$ cat src/rtl/wallace_tree_multiplier.sv
// wallace_tree_multiplier: unsigned 4x4 multiplier. The partial products
// are reduced by a two-layer Wallace tree of gate-level full/half adders,
// and the two rows that remain feed an 8-bit ripple carry-propagate adder.
// The 8-bit product and its valid strobe are registered.
// Optional build macro WALLACE_INPUT_REG_EN adds an input register stage
// for a, b and in_valid, which raises the latency from 1 to 2 clocks.
module wallace_tree_multiplier (
  input  logic       clk,
  input  logic       rst_n,
  input  logic       in_valid,
  input  logic [3:0] a,
  input  logic [3:0] b,
  output logic [7:0] product,
  output logic       out_valid
);

  // Full adder cell, result packed as {carry, sum}
  function automatic logic [1:0] fa(input logic x, input logic y, input logic z);
    fa = {(x & y) | (x & z) | (y & z), x ^ y ^ z};
  endfunction

  // Half adder cell, result packed as {carry, sum}
  function automatic logic [1:0] ha(input logic x, input logic y);
    ha = {x & y, x ^ y};
  endfunction

  logic [3:0] a_p0;
  logic [3:0] b_p0;
  logic       vld_p0;

`ifdef WALLACE_INPUT_REG_EN
  // ---- stage p0: optional operand/valid capture ----
  always_ff @(posedge clk or negedge rst_n) begin
    if (!rst_n) begin
      a_p0   <= 4'd0;
      b_p0   <= 4'd0;
      vld_p0 <= 1'b0;
    end else begin
      a_p0   <= a;
      b_p0   <= b;
      vld_p0 <= in_valid;
    end
  end
`else
  assign a_p0   = a;
  assign b_p0   = b;
  assign vld_p0 = in_valid;
`endif

  // Partial product bits; pp[i][j] carries weight 2^(i+j)
  logic [3:0] pp [4];
  always_comb begin
    for (int i = 0; i < 4; i++) begin
      for (int j = 0; j < 4; j++) begin
        pp[i][j] = a_p0[j] & b_p0[i];
      end
    end
  end

  // Layer 1: column heights 1,2,3,4,3,2,1 -> 1,2,1,3,2,3,1.
  // Columns 2, 3 and 4 each compress one triple; everything else passes.
  logic [1:0] fa2_l1;
  logic [1:0] fa3_l1;
  logic [1:0] fa4_l1;
  assign fa2_l1 = fa(pp[0][2], pp[1][1], pp[2][0]);
  assign fa3_l1 = fa(pp[0][3], pp[1][2], pp[2][1]);
  assign fa4_l1 = fa(pp[1][3], pp[2][2], pp[3][1]);

  // Layer 2: columns 3 and 5 hold three bits and get full adders. Column 4
  // would then grow back to three (its two bits plus column 3's carry), so
  // its pair goes through a half adder; this is the only half adder needed.
  logic [1:0] fa3_l2;
  logic [1:0] ha4_l2;
  logic [1:0] fa5_l2;
  assign fa3_l2 = fa(fa3_l1[0], pp[3][0], fa2_l1[1]);
  assign ha4_l2 = ha(fa4_l1[0], fa3_l1[1]);
  assign fa5_l2 = fa(pp[2][3], pp[3][2], fa4_l1[1]);

  // Two remaining rows, every column now at height <= 2
  logic [7:0] row_x;
  logic [7:0] row_y;
  assign row_x = {1'b0, pp[3][3], fa5_l2[0], ha4_l2[0], fa3_l2[0],
                  fa2_l1[0], pp[0][1], pp[0][0]};
  assign row_y = {1'b0, fa5_l2[1], ha4_l2[1], fa3_l2[1], 2'b00,
                  pp[1][0], 1'b0};

  // Ripple carry-propagate adder built from the same full adder cell
  logic [7:0] sum_p0;
  always_comb begin
    logic       c;
    logic [1:0] r;
    c      = 1'b0;
    r      = 2'b00;
    sum_p0 = 8'd0;
    for (int k = 0; k < 8; k++) begin
      r         = fa(row_x[k], row_y[k], c);
      sum_p0[k] = r[0];
      c         = r[1];
    end
  end

  // ---- stage p1: product register, loads only on valid, valid follows ----
  always_ff @(posedge clk or negedge rst_n) begin
    if (!rst_n) begin
      product   <= 8'h00;
      out_valid <= 1'b0;
    end else begin
      out_valid <= vld_p0;
      if (vld_p0) begin
        product <= sum_p0;
      end
    end
  end

endmodule

$ cat config.mk
export PLATFORM = sky130hd
export DESIGN_NAME = wallace_tree_multiplier
export DESIGN_NICKNAME = d
export VERILOG_FILES = /design/src/rtl/wallace_tree_multiplier.sv
export SDC_FILE = /design/constraint.sdc
export NUM_CORES = 1
export LEC_CHECK = 0
export BUFFER_PORTS_ARGS = -buffer_cell sky130_fd_sc_hd__buf_2
export CAP_MARGIN = 20
export CORE_MARGIN = 4
export CORE_UTILIZATION = 30
export DETAILED_ROUTE_END_ITERATION = 7
export PLACE_DENSITY = 0.57
export REMOVE_ABC_BUFFERS = 1
export SYNTH_ARGS = -nofsm -noshare
export SYNTH_HDL_FRONTEND = slang
export SYNTH_SLANG_ARGS = --single-unit
$ cat constraint.sdc
create_clock -name clk -period 0.8 [get_ports clk]
set_input_delay 0.16 -clock clk [delete_from_list [all_inputs] [get_ports clk]]
set_output_delay 0.16 -clock clk [all_outputs]
set_load 0.01 [all_outputs]
After elaboration in Yosys (flattened, before gate mapping)
Index checks and enable logic that the tools add are counted.
Storage, ports and cells
  word-level logic and storage cells: 82
  flip-flop bits (word level): 9
  output and inout port bits: 9
Cells by class
  bitwise operators: 80
Operators with widths (number)
  $and 1x1->1: 44
  $xor 1x1->1: 20
  $or 1x1->1: 16

Depth between registers and ports, before layout
Gate-level depths: netlist (run 1).
  depth in word-level cells: 16
  depth in mapped cells: 12

Worst setup path before layout (run 1)
Ideal clock, no wire load.
  path kind: input to register
  start: input port a[3]
  end: register product[6]
  path slack: -2235 ps
  cell stages on the path: 12
  arrival time: 2910 ps
  setup time: 125 ps
  path through: and2_1 fa_1 inv_1 fa_1 inv_1 ha_1 fa_1 inv_1 fa_1 inv_1 fa_1 mux2_4
On the way
  cells in the longest elaborated chain, start to end: 13
Ends and longest elaborated chain
  start, declared: line 11  | input logic [3:0] a,
  $and 1x1->1: line 55  | pp[i][j] = a_p0[j] & b_p0[i];
  $xor 1x1->1 (2 in series): line 19  | fa = {(x & y) | (x & z) | (y & z), x ^ y ^ z};
  $and 1x1->1 / $xor 1x1->1 (equally long branches): line 19
  $or 1x1->1 / $xor 1x1->1 (equally long branches): line 19
  $or 1x1->1 / $and 1x1->1 (equally long branches): line 19
  $and 1x1->1: line 19
  $or 1x1->1 (2 in series): line 19
  $and 1x1->1: line 19
  $or 1x1->1 (2 in series): line 19
  $xor 1x1->1 (*): line 19
  named net sum_p0[6]: line 88  | logic [7:0] sum_p0;
  end signal, assigned: line 110  | product <= sum_p0;
  end, declared: line 13  | output logic [7:0] product,
Mark *: on every way through the listed nets, which the timed path passes. The rest lies on a longest branch.
A chain may end at the register's enable or synchronous reset.

Worst setup path in the final report (run 1)
  start: input port a[1]
  end: register product[6]
On the way
  cells in the longest elaborated chain, start to end: 14
Ends and longest elaborated chain (line)
  $and 1x1->1: 55
  $and 1x1->1: 19
  $or 1x1->1 (2 in series): 19
  $and 1x1->1: 19
  $or 1x1->1 (2 in series): 19
  $and 1x1->1: 19
  $or 1x1->1 (2 in series): 19
  $and 1x1->1: 19
  $or 1x1->1 (2 in series): 19
  $xor 1x1->1 (*): 19
  named net sum_p0[6]: 88
Marks and branches as above.

==> impl_metrics.json, run 1 <==
{
  "status": "finished with violations",
  "failed_checks": "negative setup slack",
  "worst-path-max-fanout": 2,
  "place.detailed.hpwl_mm": 1.10,
  "initial_core_util_pct": 31.2,
  "finalSetupTns_ps": -9820,
  "finalWirelength_mm": 1.40,
  "path_delay_family": "adder cells",
  "crit_arrival_ps": 2960,
  "setup_viol": 16,
  "fp.dieArea_sq_um": 3110,
  "track_usage_pct": 10.5,
  "vias": 504,
  "ys.flop_type": "dfrtp_1",
  "clock.fmax_mhz": 354,
  "netlist_area_sq_um": 684,
  "pre_cts_ws_ps": -2480,
  "slew_headroom_pct": 82.4,
  "register_area_sq_um": 225,
  "tightest_slew_ps": 264,
  "multiInputGateArea_sq_um": 474,
  "cp.required_ps": 940,
  "clock_skew_ps": 0,
  "path_cells": "buf_6 -> and2_4 -> fa_1 -> inv_1 -> fa_1 -> inv_2 -> ha_4 -> fa_2 -> inv_2 -> fa_2 -> inv_2 -> fa_2 -> mux2_4",
  "ant_nets": 0,
  "antenna_found_initial": 0,
  "crit_buf_inv": 5,
  "tritoncts": "built",
  "synth_seq_cells": 9,
  "synth_cells": 57,
  "cts-root-buf": "clkbuf_4",
  "synth_top_cell_by_area": "dfrtp_1",
  "final_cells": 124,
  "clk_pin_slew_worst_paths_ps": 60,
  "cp_slowest_stage_delay_ps": 520,
  "met3_usage_pct": 1.86,
  "grt.busiest_layer": "met2",
  "yosysUniqueCellTypes": 11,
  "cts_sinks": 9,
  "finalWorstSetupSlack_ps": -2030,
  "gr-usage-met1_pct": 13.3,
  "synth_edf_count": 0,
  "timing.final.crit_share_pct": 353,
  "drive_gt1_share_pct": 65.6,
  "drt_iter0_markers": 10,
  "finalCriticalPeriod_ps": 2830,
  "placed_cells": 111,
  "rows": 17,
  "netlist.area_leader.share_pct": 32.9,
  "critPathLaunchType": "primary input",
  "grt_max_degree": 10,
  "place_congestion": 0.733,
  "hold_violations": 0,
  "hold_class": "in2reg",
  "async_flop_share_pct": 100,
  "p_per_area_nw_per_um2": 1530,
  "drv_slew": 0,
  "die_x_microns": 55.8,
  "power.total_w": 0.00167,
  "synth_area_leaders": "dfrtp_1 33%, fa_1 23%, mux2_4 13%, and2_1 11%, ha_1 7.3%",
  "cts_buffers": 3,
  "htreeDepth": 1,
  "grt_pass1_vias": 599,
  "fillerInstances": 202,
  "cts.path.max_buffers": 2,
  "clk_latency_ps": 250,
  "grt_pass1_wl_mm": 2.67,
  "viasPerCell": 4.06,
  "grt_setup_unrepaired": "true",
  "use_met2_pct": 18.1,
  "irDropWorstVdd_mv": 1.08,
  "power_leakage_nw": 0.555,
  "synthTopCellsByCount": "12 x and2_1, 11 x inv_1, 9 x dfrtp_1, 8 x fa_1, 6 x mux2_4",
  "yosysMostFrequentCell": "and2_1",
  "maxCapViolCount": 0,
  "ys_warn_count": 0,
  "end_kind": "flop",
  "port_buffers": 19,
  "drtPass1Iterations": 2,
  "final_nets": 120,
  "io_pins": 20,
  "wl_per_cell_microns": 11.3,
  "syn2layout_area_growth_pct": 58.9,
  "ys_seq_area_share_pct": 32.9,
  "drc": 0,
  "diodes": 0,
  "grt.overflow.total": 0,
  "slowest_stage": "fa_1",
  "syn_avg_cell_area_sq_um": 12.0,
  "critical_path_class": "in2reg",
  "die_h_microns": 55.8,
  "utilization_pct": 49.6,
  "core-area_sq_um": 2190
}
## worst register-to-register path, stage by stage (launching register included)
cell     delay [ps]
dfrtp_1         380
buf_4           130
mux2_4          260
## report_power, final
part	internal [W]	switching [W]	leakage, nW
Combinational	0.000441	0.000298	0.429
Sequential	0.000548	0.0000439	0.111
Clock	0.000191	0.000145	0.0150
## metrics by stage
stage / instance area [sq um] / hold WS [ps]
after global placement: 863 / 14.2
after global routing: 1090 / 158
after detailed placement: 863 / 21.3
final: 1090 / 175
after CTS: 1040 / 176
after floorplan: 673 / -136
## cell type report
type	count	share of cell area, %
well taps	28	3.22
inverters	11	3.80
flip-flops and latches	9	20.7
multi-input cells	36	43.6
repair buffers	36	26.2
clock buffers	4	2.42
## registers in the layout, summed over array words and instances, names as in the netlist
name,flops
out_valid,1
product,8
## cell usage in the layout, fill, tap and decap left out, types with 3 or more instances in the layout
cell,instances
buf_4,10
inv_2,4
inv_1,7
dfrtp_1,9
ha_4,3
buf_6,12
fa_2,4
nand2_1,3
and2_4,8
fa_1,4
clkbuf_4,3
and2_1,4
mux2_4,6
buf_2,13
## path summary, 6_finish.rpt
| kind | startpoint | to | slack, ps | cells past startpoint |
|---|---|---|---|---|
| max in group asynchronous | rst_n | product[3]$_DFFE_PN0P_ | 340 | 2 |
| worst min register to register | product[1]$_DFFE_PN0P_ | product[1]$_DFFE_PN0P_ | 520 | 1 |
| worst max register to register | product[2]$_DFFE_PN0P_ | product[2]$_DFFE_PN0P_ | -80 | 2 |
| worst max-delay path | a[1] | product[6]$_DFFE_PN0P_ | -2030 | 13 |
| worst min-delay path | in_valid | out_valid$_DFF_PN0_ | 180 | 1 |
| min in group asynchronous | rst_n | product[7]$_DFFE_PN0P_ | 290 | 2 |
## timing repair
action,CTS,global route
pin swaps,12,6
endpoints found under the setup margin,16,16
setup buffers,6,3
resized for setup,25,7
endpoints found under the hold margin,9,0
hold buffers,1,0
## layer usage
metal,up-vias,wire [microns],share of wire (%)
met5,-,0,0
met4,0,7,0.50
met3,2,64,4.6
met2,12,770,55
met1,239,558,40
li1,251,-,-
## cell families (layout without fill, tap and decap cells)
| group | after synthesis | count (layout) | synth area share, % |
|---|---|---|---|
| AO/OA/AOI/OAI | 1 | 1 | 0.731 |
| adder cells (fa/ha/maj) | 12 | 12 | 30.7 |
| buffers and inverters | 12 | 51 | 7.68 |
| flip-flops | 9 | 9 | 32.9 |
| multiplexers | 7 | 7 | 14.6 |
| AND/OR/NAND/NOR | 16 | 16 | 13.3 |
Note: power is estimated with default switching activity, not from simulation.
==> run 2, diff against run 1 <==
ABC_AREA = 1   (was default)
==> impl_metrics.json, run 2 <==
{
  "antenna_found_initial": 0,
  "slew_headroom_pct": 86.4,
  "end_kind": "flop",
  "synth_area_leaders": "dfrtp_1 33%, fa_1 24%, nand2_1 21%, inv_1 12%, ha_1 7.4%",
  "hold_class": "in2reg",
  "utilization_pct": 49.5,
  "dpl_cell_area_sq_um": 866,
  "ys.flop_type": "dfrtp_1",
  "final_cells": 149,
  "grt_pass1_vias": 639,
  "drt_iter0_markers": 20,
  "clk_pin_slew_worst_paths_ps": 60,
  "die_h_microns": 55.6,
  "tightest_slew_ps": 204,
  "top_register": "product",
  "grt_setup_unrepaired": "true",
  "irDropWorstVdd_mv": 0.879,
  "clock.fmax_mhz": 378,
  "cts.path.max_buffers": 2,
  "synth_edf_count": 0,
  "failed_checks": "negative setup slack",
  "synthTopCellsByCount": "38 x nand2_1, 22 x inv_1, 9 x dfrtp_1, 8 x fa_1, 4 x ha_1",
  "ant_nets": 0,
  "finalWirelength_mm": 1.39,
  "synth_seq_cells": 9,
  "tritoncts": "built",
  "maxCapViolCount": 0,
  "fp.dieArea_sq_um": 3090,
  "critPathLaunchType": "primary input",
  "drv_slew": 0,
  "worst-path-max-fanout": 2,
  "crit_arrival_ps": 2790,
  "htreeDepth": 1,
  "grt.overflow.total": 0,
  "final_common_cell": "nand2_1",
  "clk_latency_ps": 250,
  "design_area_sq_um": 1020,
  "diodes": 0,
  "viasPerCell": 4.04,
  "drive_gt1_share_pct": 48.4,
  "core-area_sq_um": 2060,
  "largest_reg_flops": 8,
  "netlist_area_sq_um": 681,
  "grt_max_degree": 11,
  "drtPass1Iterations": 3,
  "reg_top3": "product: 8 flops, out_valid: 1 flops",
  "drc": 0,
  "clock_skew_ps": 0,
  "final_nets": 146,
  "grt_pass1_wl_mm": 2.50,
  "synth_cells": 84,
  "ys_warn_count": 0,
  "pre_cts_ws_ps": -2250,
  "hold_violations": 0,
  "place_congestion": 0.755,
  "place.detailed.hpwl_mm": 1.15,
  "cts_sinks": 9,
  "critical_path_class": "in2reg",
  "syn_avg_cell_area_sq_um": 8.10,
  "io_pins": 20,
  "yosysMostFrequentCell": "nand2_1",
  "multiInputGateArea_sq_um": 405,
  "die_x_microns": 55.6,
  "synth_top_cell_by_area": "dfrtp_1",
  "port_buffers": 19,
  "final_cell_mix": "32 x nand2_1, 15 x buf_2, 15 x buf_4, 12 x inv_1, 11 x inv_2",
  "power_leakage_nw": 0.624,
  "cts-root-buf": "clkbuf_4",
  "track_usage_pct": 9.92,
  "status": "finished with violations",
  "finalCriticalPeriod_ps": 2650,
  "yosysUniqueCellTypes": 8,
  "timing.final.crit_share_pct": 331,
  "syn2layout_area_growth_pct": 49.8,
  "finalWorstSetupSlack_ps": -1850,
  "ys_seq_area_share_pct": 33.1,
  "rows": 16,
  "p_per_area_nw_per_um2": 1480,
  "cp.required_ps": 950,
  "register_area_sq_um": 225,
  "netlist.area_leader.share_pct": 33.1,
  "wl_per_cell_microns": 9.31,
  "initial_core_util_pct": 33.0,
  "vias": 602,
  "cts_buffers": 3,
  "placed_cells": 138,
  "setup_viol": 16,
  "async_flop_share_pct": 100,
  "fillerInstances": 218
}
run 2: cell types whose count changed after synthesis:
cell / before / now
nand2_1: 3 / 38
and2_1: 12 / 0
inv_1: 11 / 22
mux2_4: 6 / 0
inv_2: 0 / 1
mux2i_1: 1 / 0
o21ai_0: 1 / 0
run 2: worst max-delay path: stages:
cell	delay [ps]
buf_6	100
nand2_2	60
inv_2	40
fa_1	560
inv_2	40
fa_1	510
inv_2	40
ha_4	150
fa_2	320
inv_2	60
fa_2	180
inv_2	30
fa_1	420
nand2_1	70
nand2_1	50
run 2: through the flow:
stage                     hold WS (ps)  TNS [ps]  power [W]
final                              137     -8920    0.00151
after global routing               133     -9570    0.00164
after CTS                          131     -8960    0.00150
after detailed placement          22.2    -10260    0.00103
after global placement            17.1     -9900    0.00101
after floorplan                   -136     -8630   0.000816
run 2: timing repair:
item | in CTS | in global routing
endpoints found under the hold margin | 9 | 0
hold buffers | 1 | 0
setup buffers | 5 | 1
pin swaps | 13 | 8
setup endpoints to repair | 15 | 15
gates resized for setup | 19 | 7
run 2: path summary, 6_finish.rpt:
path,startpoint,endpoint,slack (ps),depth (start not counted)
max,b[0],product[6]$_DFFE_PN0P_,-1850,15
min,in_valid,out_valid$_DFF_PN0_,140,1
max reg2reg,product[1]$_DFFE_PN0P_,product[1]$_DFFE_PN0P_,-20,4
min reg2reg,product[7]$_DFFE_PN0P_,product[7]$_DFFE_PN0P_,480,2
max in group asynchronous,rst_n,product[2]$_DFFE_PN0P_,340,2
min in group asynchronous,rst_n,out_valid$_DFF_PN0_,280,2
run 2: where the power goes:
group | switching [W] | total (W) | leakage, nW | internal (W)
Sequential | 0.0000326 | 0.000560 | 0.113 | 0.000527
Clock | 0.000149 | 0.000340 | 0.0150 | 0.000192
Combinational | 0.000299 | 0.000606 | 0.496 | 0.000307
run 2: area by class of cell:
cell class	instances	share of cell area (%)
Clock buffer	4	2.58
Tap cell	27	3.31
Timing Repair Buffer	35	23.8
Inverter	23	8.47
Sequential cell	9	22.1
Multi-Input combinational cell	51	39.8
run 2: per-layer routing:
metal,wire length [microns],global-route usage (%)
met4,14,3.13
met2,650,17.1
met5,0,0
met1,609,11.6
met3,112,3.25
run 2: kinds of logic (layout without fill, tap and decap cells):
group / after synthesis / in the layout / share of synthesized area [%]
adders and majority gates: 12 / 12 / 30.9
buffers and inverters: 24 / 62 / 14.3
DFF: 9 / 9 / 33.1
and+or+nand+nor: 39 / 39 / 21.7
